$ cat config.mk
export PLATFORM = sky130hd
export DESIGN_NAME = bufreg_rr_arbiter
export DESIGN_NICKNAME = d
export VERILOG_FILES = /design/src/rtl/bufreg_rr_arbiter.sv
export SDC_FILE = /design/constraint.sdc
export NUM_CORES = 1
export LEC_CHECK = 0
export BUFFER_PORTS_ARGS = -buffer_cell sky130_fd_sc_hd__buf_4
export CAP_MARGIN = 25
export CORE_AREA = 2 2 129 131
export DETAILED_ROUTE_END_ITERATION = 10
export DIE_AREA = 0 0 131 133
export MAX_ROUTING_LAYER = met4
export PLACE_DENSITY_LB_ADDON = 0.15
export REMOVE_ABC_BUFFERS = 1
export SYNTH_ARGS = -nofsm -noshare
export SYNTH_HDL_FRONTEND = slang
export SYNTH_SLANG_ARGS = --single-unit
$ cat constraint.sdc
create_clock -name Clk -period 2.25 [get_ports Clk]
set_input_delay 0.1125 -clock Clk [delete_from_list [all_inputs] [get_ports Clk]]
set_output_delay 0.1125 -clock Clk [all_outputs]
set_load 0.02 [all_outputs]
$ cat src/rtl/bufreg_rr_arbiter.sv
// Round-robin arbiter sharing one two-word buffer register among NUM_REQ cores.
// Define BUFARB_STATS_EN to add wr_count / conflict_count statistics outputs.
module bufreg_rr_arbiter #(
  parameter int NUM_REQ = 4,
  parameter int DATA_W  = 32
) (
  input  logic                         Clk,
  input  logic                         Reset,
  input  logic [NUM_REQ-1:0]           req,
  input  logic [NUM_REQ*DATA_W-1:0]    req_d1,
  input  logic [NUM_REQ*DATA_W-1:0]    req_d2,
  input  logic                         stall,
  input  logic                         buf_ack,
  output logic [NUM_REQ-1:0]           grant,
  output logic [DATA_W-1:0]            out_1,
  output logic [DATA_W-1:0]            out_2,
  output logic                         flag,
  output logic [$clog2(NUM_REQ)-1:0]   owner
`ifdef BUFARB_STATS_EN
  ,
  output logic [31:0]                  wr_count,
  output logic [31:0]                  conflict_count
`endif
);
  localparam int ID_W = $clog2(NUM_REQ);

  typedef enum logic {EMPTY = 1'b0, FULL = 1'b1} state_t;

  state_t              state_q, state_d;
  logic [NUM_REQ-1:0]  grant_q, grant_d;
  logic [DATA_W-1:0]   out1_q, out1_d, out2_q, out2_d;
  logic [ID_W-1:0]     owner_q, owner_d, last_q, last_d;

  logic [NUM_REQ-1:0]  elig;
  logic [ID_W-1:0]     pick, idx_w;
  logic                found, cap;
  int                  idx;

  // A core whose grant is showing is masked so its held req is not taken twice.
  assign elig = req & ~grant_q;
  assign cap  = (|elig) & ~stall & ((state_q == EMPTY) | buf_ack);

  always_comb begin
    pick  = '0;
    found = 1'b0;
    idx   = 0;
    idx_w = '0;
    for (int k = 1; k <= NUM_REQ; k++) begin
      idx = int'(last_q) + k;
      if (idx >= NUM_REQ) idx = idx - NUM_REQ;
      idx_w = ID_W'(idx);
      if (!found && elig[idx_w]) begin
        pick  = idx_w;
        found = 1'b1;
      end
    end
  end

  always_comb begin
    state_d = state_q;
    grant_d = '0;
    out1_d  = out1_q;
    out2_d  = out2_q;
    owner_d = owner_q;
    last_d  = last_q;
    if (cap) begin
      out1_d  = req_d1[int'(pick)*DATA_W +: DATA_W];
      out2_d  = req_d2[int'(pick)*DATA_W +: DATA_W];
      owner_d = pick;
      last_d  = pick;
      grant_d = {{(NUM_REQ-1){1'b0}}, 1'b1} << pick;
    end
    case (state_q)
      EMPTY:   if (cap) state_d = FULL;
      FULL:    if (buf_ack && !cap) state_d = EMPTY;
      default: state_d = EMPTY;
    endcase
  end

  always_ff @(posedge Clk) begin
    if (Reset) begin
      state_q <= EMPTY;
      grant_q <= '0;
      out1_q  <= '0;
      out2_q  <= '0;
      owner_q <= '0;
      last_q  <= ID_W'(NUM_REQ-1);
    end else begin
      state_q <= state_d;
      grant_q <= grant_d;
      out1_q  <= out1_d;
      out2_q  <= out2_d;
      owner_q <= owner_d;
      last_q  <= last_d;
    end
  end

  assign grant = grant_q;
  assign out_1 = out1_q;
  assign out_2 = out2_q;
  assign flag  = (state_q == FULL);
  assign owner = owner_q;

`ifdef BUFARB_STATS_EN
  logic [31:0] wr_q, wr_d, conf_q, conf_d;

  // More than one eligible core is a conflict whether or not a capture happens.
  always_comb begin
    wr_d   = cap ? wr_q + 32'd1 : wr_q;
    conf_d = ($countones(elig) > 1) ? conf_q + 32'd1 : conf_q;
  end

  always_ff @(posedge Clk) begin
    if (Reset) begin
      wr_q   <= '0;
      conf_q <= '0;
    end else begin
      wr_q   <= wr_d;
      conf_q <= conf_d;
    end
  end

  assign wr_count       = wr_q;
  assign conflict_count = conf_q;
`endif
endmodule

==> results.txt <==
----------------------------------------------------
[STA]
  Final setup violation count ... 0
  Max-Slew Margin vs Limit ... 0.711
  Worst clock skew ... 11.0 ps
  Minimum clock period ... 2110 ps
  Transition time at the pin with the least slew margin ... 433 ps
  Number of endpoints with negative hold slack in the final report ... 0
  Slew Viols, Final ... 0
  Maximum clock frequency ... 473 MHz
  Unrepaired setup endpoints after global routing ... no
  Fraction of the cycle the final worst path needs ... 0.940
  Least setup slack across all paths after layout ... 136 ps

[Clock tree]
  Clock tree sinks ... 73
  TritonCTS clock tree ... done
  Register clock-pin slew on the reported worst setup and hold paths ... 60 ps
  Source-to-sink clock delay at the later pin of the worst-skew pair ... 340 ps
  H-tree level count ... 3
  Clock Tree Root ... sky130_fd_sc_hd__clkbuf_16
  Longest Clk Path Bufs ... 2
  Clock buffer count from CTS ... 9

[Floorplan]
  Standard cell core area ... 16200 um2
  Die height ... 133 um
  Chip width ... 131 um
  Initial cell density of the core ... 0.251
  IO Pins ... 335
  Die area ... 17400 um2
  Number of rows created at floorplan ... 47

[Cells and area]
  Final non-filler cell area ... 7480 um2
  Diode count ... 0
  Area overhead of the layout relative to synthesis ... 84.6%
  Utilization of the core after routing ... 0.463
  Fraction of layout instances using a drive strength above 1 ... 0.492
  Post-layout net count ... 1078

[Critical path]
  Data required time of the worst path ... 2520 ps
  Capturing element type of the critical path ... flip-flop
  Register-to-register path setup slack ... 140 ps
  WP data arrival ... 2390 ps
  Worst setup path startpoint ... last_q[0]
  Kind of critical path ... flip-flop to flip-flop
  Critical Path Fanout Max ... 34
  Launching point of the worst reg2reg path ... last_q[0]
  Depth of the most critical reg-to-reg path ... 7
  Destination of the worst register-to-register timing path ... out_1[17]
  Launching element type of the critical path ... flip-flop

[Drt]
  Total iterations of the first detailed-routing run ... 4
  Post-route ant nets ... 0
  Routed wire per std cell ... 16.4 um
  Total DRC errors in the routed layout ... 0
  Detailed Route WL ... 17100 um
  Detail-routed via count per cell ... 4.79
  DR vias ... 4976
  Detailed router's first-iteration violation count ... 168

[GRT]
  First-pass GRT wire length ... 25400 um
  Total global routing track utilization ... 0.192
  Initial antenna violation count ... 0
  Maximum number of pins on one net before global-route repair ... 52
  Total overflow reported by the global router ... 0
  Vias in the first global route ... 5024

[Logic synthesis]
  Yosys reg bits ... 73
  Leading post-synthesis cells by cell area ... sky130_fd_sc_hd__dfxtp_1 (36%), sky130_fd_sc_hd__mux2i_1 (12%), sky130_fd_sc_hd__nand2_1 (12%), sky130_fd_sc_hd__a211o_1 (6.3%), sky130_fd_sc_hd__a221o_1 (5.7%)
  Async set or reset register ratio after synthesis ... 0
  Number of instances in the synthesized netlist ... 470
  Synth top area share ... 0.360
  Post-synthesis instance area ... 4050 um2
  Portion of the post-synthesis area used by sequential elements ... 0.360
  Cell taking the most area after synthesis ... sky130_fd_sc_hd__dfxtp_1
  Most instantiated flip-flop cell in the synthesis netlist ... sky130_fd_sc_hd__dfxtp_1
  Distinct cell type count after synthesis ... 29
  Yosys warning count ... 0
  Number of enable-type register cells in the synthesized netlist ... 0
  Mean Syn Cell Area ... 8.63 um2

[Run status]
  Outcome ... complete, no violations

[Power]
  Reported leakage power ... 0.00377 uW
  IR drop worst, VDD ... 353 uV
  Power density over the cells ... 687 nW/um2

[Placement]
  Worst slack at placement ... 61.0 ps
  Cell area after placement ... 6880 um2
  Count of input and output buffers ... 334
  Routability congestion estimate from global placement ... 0.912
  HPWL after detailed placement ... 13200 um

[Hold path]
  Min-Delay Endpoint ... out_2[29]
  Class of the most critical hold timing path ... primary input to flip-flop
  Hold wc startpoint ... req_d2[29]
  Number of cells on the worst hold path ... 2

[Flow run]
  Max-capacitance violation count ... 0

----------------------------------------------------
[area by class of cell]
class | instances | area (um2)
Clock inverter | 5 | 125
Inverter | 4 | 15.0
Fill cell | 1607 | 8690
Multi-Input combinational cell | 354 | 2420
Clock buffer | 11 | 253
Tap cell | 220 | 275
Sequential cell | 73 | 1460
Timing Repair Buffer | 372 | 2940
[state kept, by name, indices dropped and copies added, names as in the netlist]
signal	flops
flag	1
grant	4
last_q	2
out_1	32
out_2	32
owner	2
[timing repair]
action	CTS	global route
resized for setup	0	3
buffers inserted	0	1
hold endpoints to repair	22	0
hold buffers	21	0
setup endpoints to repair	0	31
[worst max path at each step]
| stage | end | slack (ps) | cells after the start |
|---|---|---|---|
| floorplan | out_1[0] | -6330 | 5 |
| global placement | out_1[18] | 160 | 7 |
| detailed placement | out_1[12] | 60 | 7 |
| CTS | out_1[12] | 40 | 7 |
| global route | out_1[21] | 30 | 7 |
| finish | out_1[17] | 140 | 7 |
[Yosys cell counts, drive strengths merged, types with 2 or more instances]
cell type,count
o21ai,2
a32o,2
nand2,128
clkbuf,17
nand2b,4
buf,22
a221o,23
inv,4
mux2i,49
a21oi,58
dfxtp,73
o2bb2ai,23
a211o,29
o221ai,15
nor2b,3
nor2,11
[cells in the final DEF (no fill, tap or decap)]
cell type and instances:
sky130_fd_sc_hd__nor2_4 1, sky130_fd_sc_hd__clkbuf_16 9, sky130_fd_sc_hd__a21oi_2 25, sky130_fd_sc_hd__mux2i_1 49, sky130_fd_sc_hd__clkinv_2 1, sky130_fd_sc_hd__a32o_2 1
sky130_fd_sc_hd__buf_12 7, sky130_fd_sc_hd__nor2_2 2, sky130_fd_sc_hd__nor2_1 8, sky130_fd_sc_hd__a211o_1 29, sky130_fd_sc_hd__o21ai_0 2, sky130_fd_sc_hd__a221o_1 23
sky130_fd_sc_hd__o2111ai_4 1, sky130_fd_sc_hd__nand2b_4 1, sky130_fd_sc_hd__a32o_1 1, sky130_fd_sc_hd__a32oi_4 1, sky130_fd_sc_hd__nor2b_1 3, sky130_fd_sc_hd__dfxtp_1 73
sky130_fd_sc_hd__or3_2 1, sky130_fd_sc_hd__nand2b_1 2, sky130_fd_sc_hd__o221ai_1 14, sky130_fd_sc_hd__a21oi_1 33, sky130_fd_sc_hd__nand2_1 128, sky130_fd_sc_hd__a41oi_2 1
sky130_fd_sc_hd__o221ai_2 1, sky130_fd_sc_hd__clkbuf_8 2, sky130_fd_sc_hd__buf_4 343, sky130_fd_sc_hd__dlygate4sd3_1 21, sky130_fd_sc_hd__nand2b_2 1, sky130_fd_sc_hd__inv_1 4
sky130_fd_sc_hd__o221a_1 1, sky130_fd_sc_hd__or2_1 1, sky130_fd_sc_hd__buf_6 1, sky130_fd_sc_hd__o2bb2ai_1 23, sky130_fd_sc_hd__bufinv_16 4, sky130_fd_sc_hd__and2_1 1
[through the flow]
stage	hold slack, ps	setup TNS (ps)	instances	total power [uW]
after floorplan	185	-364680	431	2560
after global placement	334	0	1002	3310
after detailed placement	340	0	1002	3330
after CTS	1.09	0	1039	5210
after global routing	15.0	0	1039	5380
final	13.1	0	1039	5140
[cell families after synthesis]
| logic type | synth area share |
|---|---|
| AO/OA/AOI/OAI | 0.316 |
| flip-flops | 0.360 |
| multiplexers | 0.121 |
| AND/OR/NAND/NOR | 0.147 |
| buffers and inverters | 0.0549 |
[per-layer routing]
metal  share of wire  global-route usage  wire length [um]  up-vias
li1                -                   -                 -     2416
met1            0.37               0.203              6340     2296
met2            0.53               0.346              8970      234
met3           0.075              0.0380              1280       30
met4           0.028              0.0786               484        0
met5               0                   -                 0        -
[report_power, final]
group	switching [uW]	internal [uW]
clock network	558	1250
logic	879	891
registers	96.6	1460
total	1530	3610
[critical path: stages, from the launching register on]
cell	delay (ps)
sky130_fd_sc_hd__dfxtp_1	430
sky130_fd_sc_hd__inv_1	70
sky130_fd_sc_hd__a32o_1	290
sky130_fd_sc_hd__or2_1	230
sky130_fd_sc_hd__or3_2	520
sky130_fd_sc_hd__buf_12	200
sky130_fd_sc_hd__o2bb2ai_1	160
sky130_fd_sc_hd__a221o_1	140
Note: power is estimated with default switching activity, not from simulation.
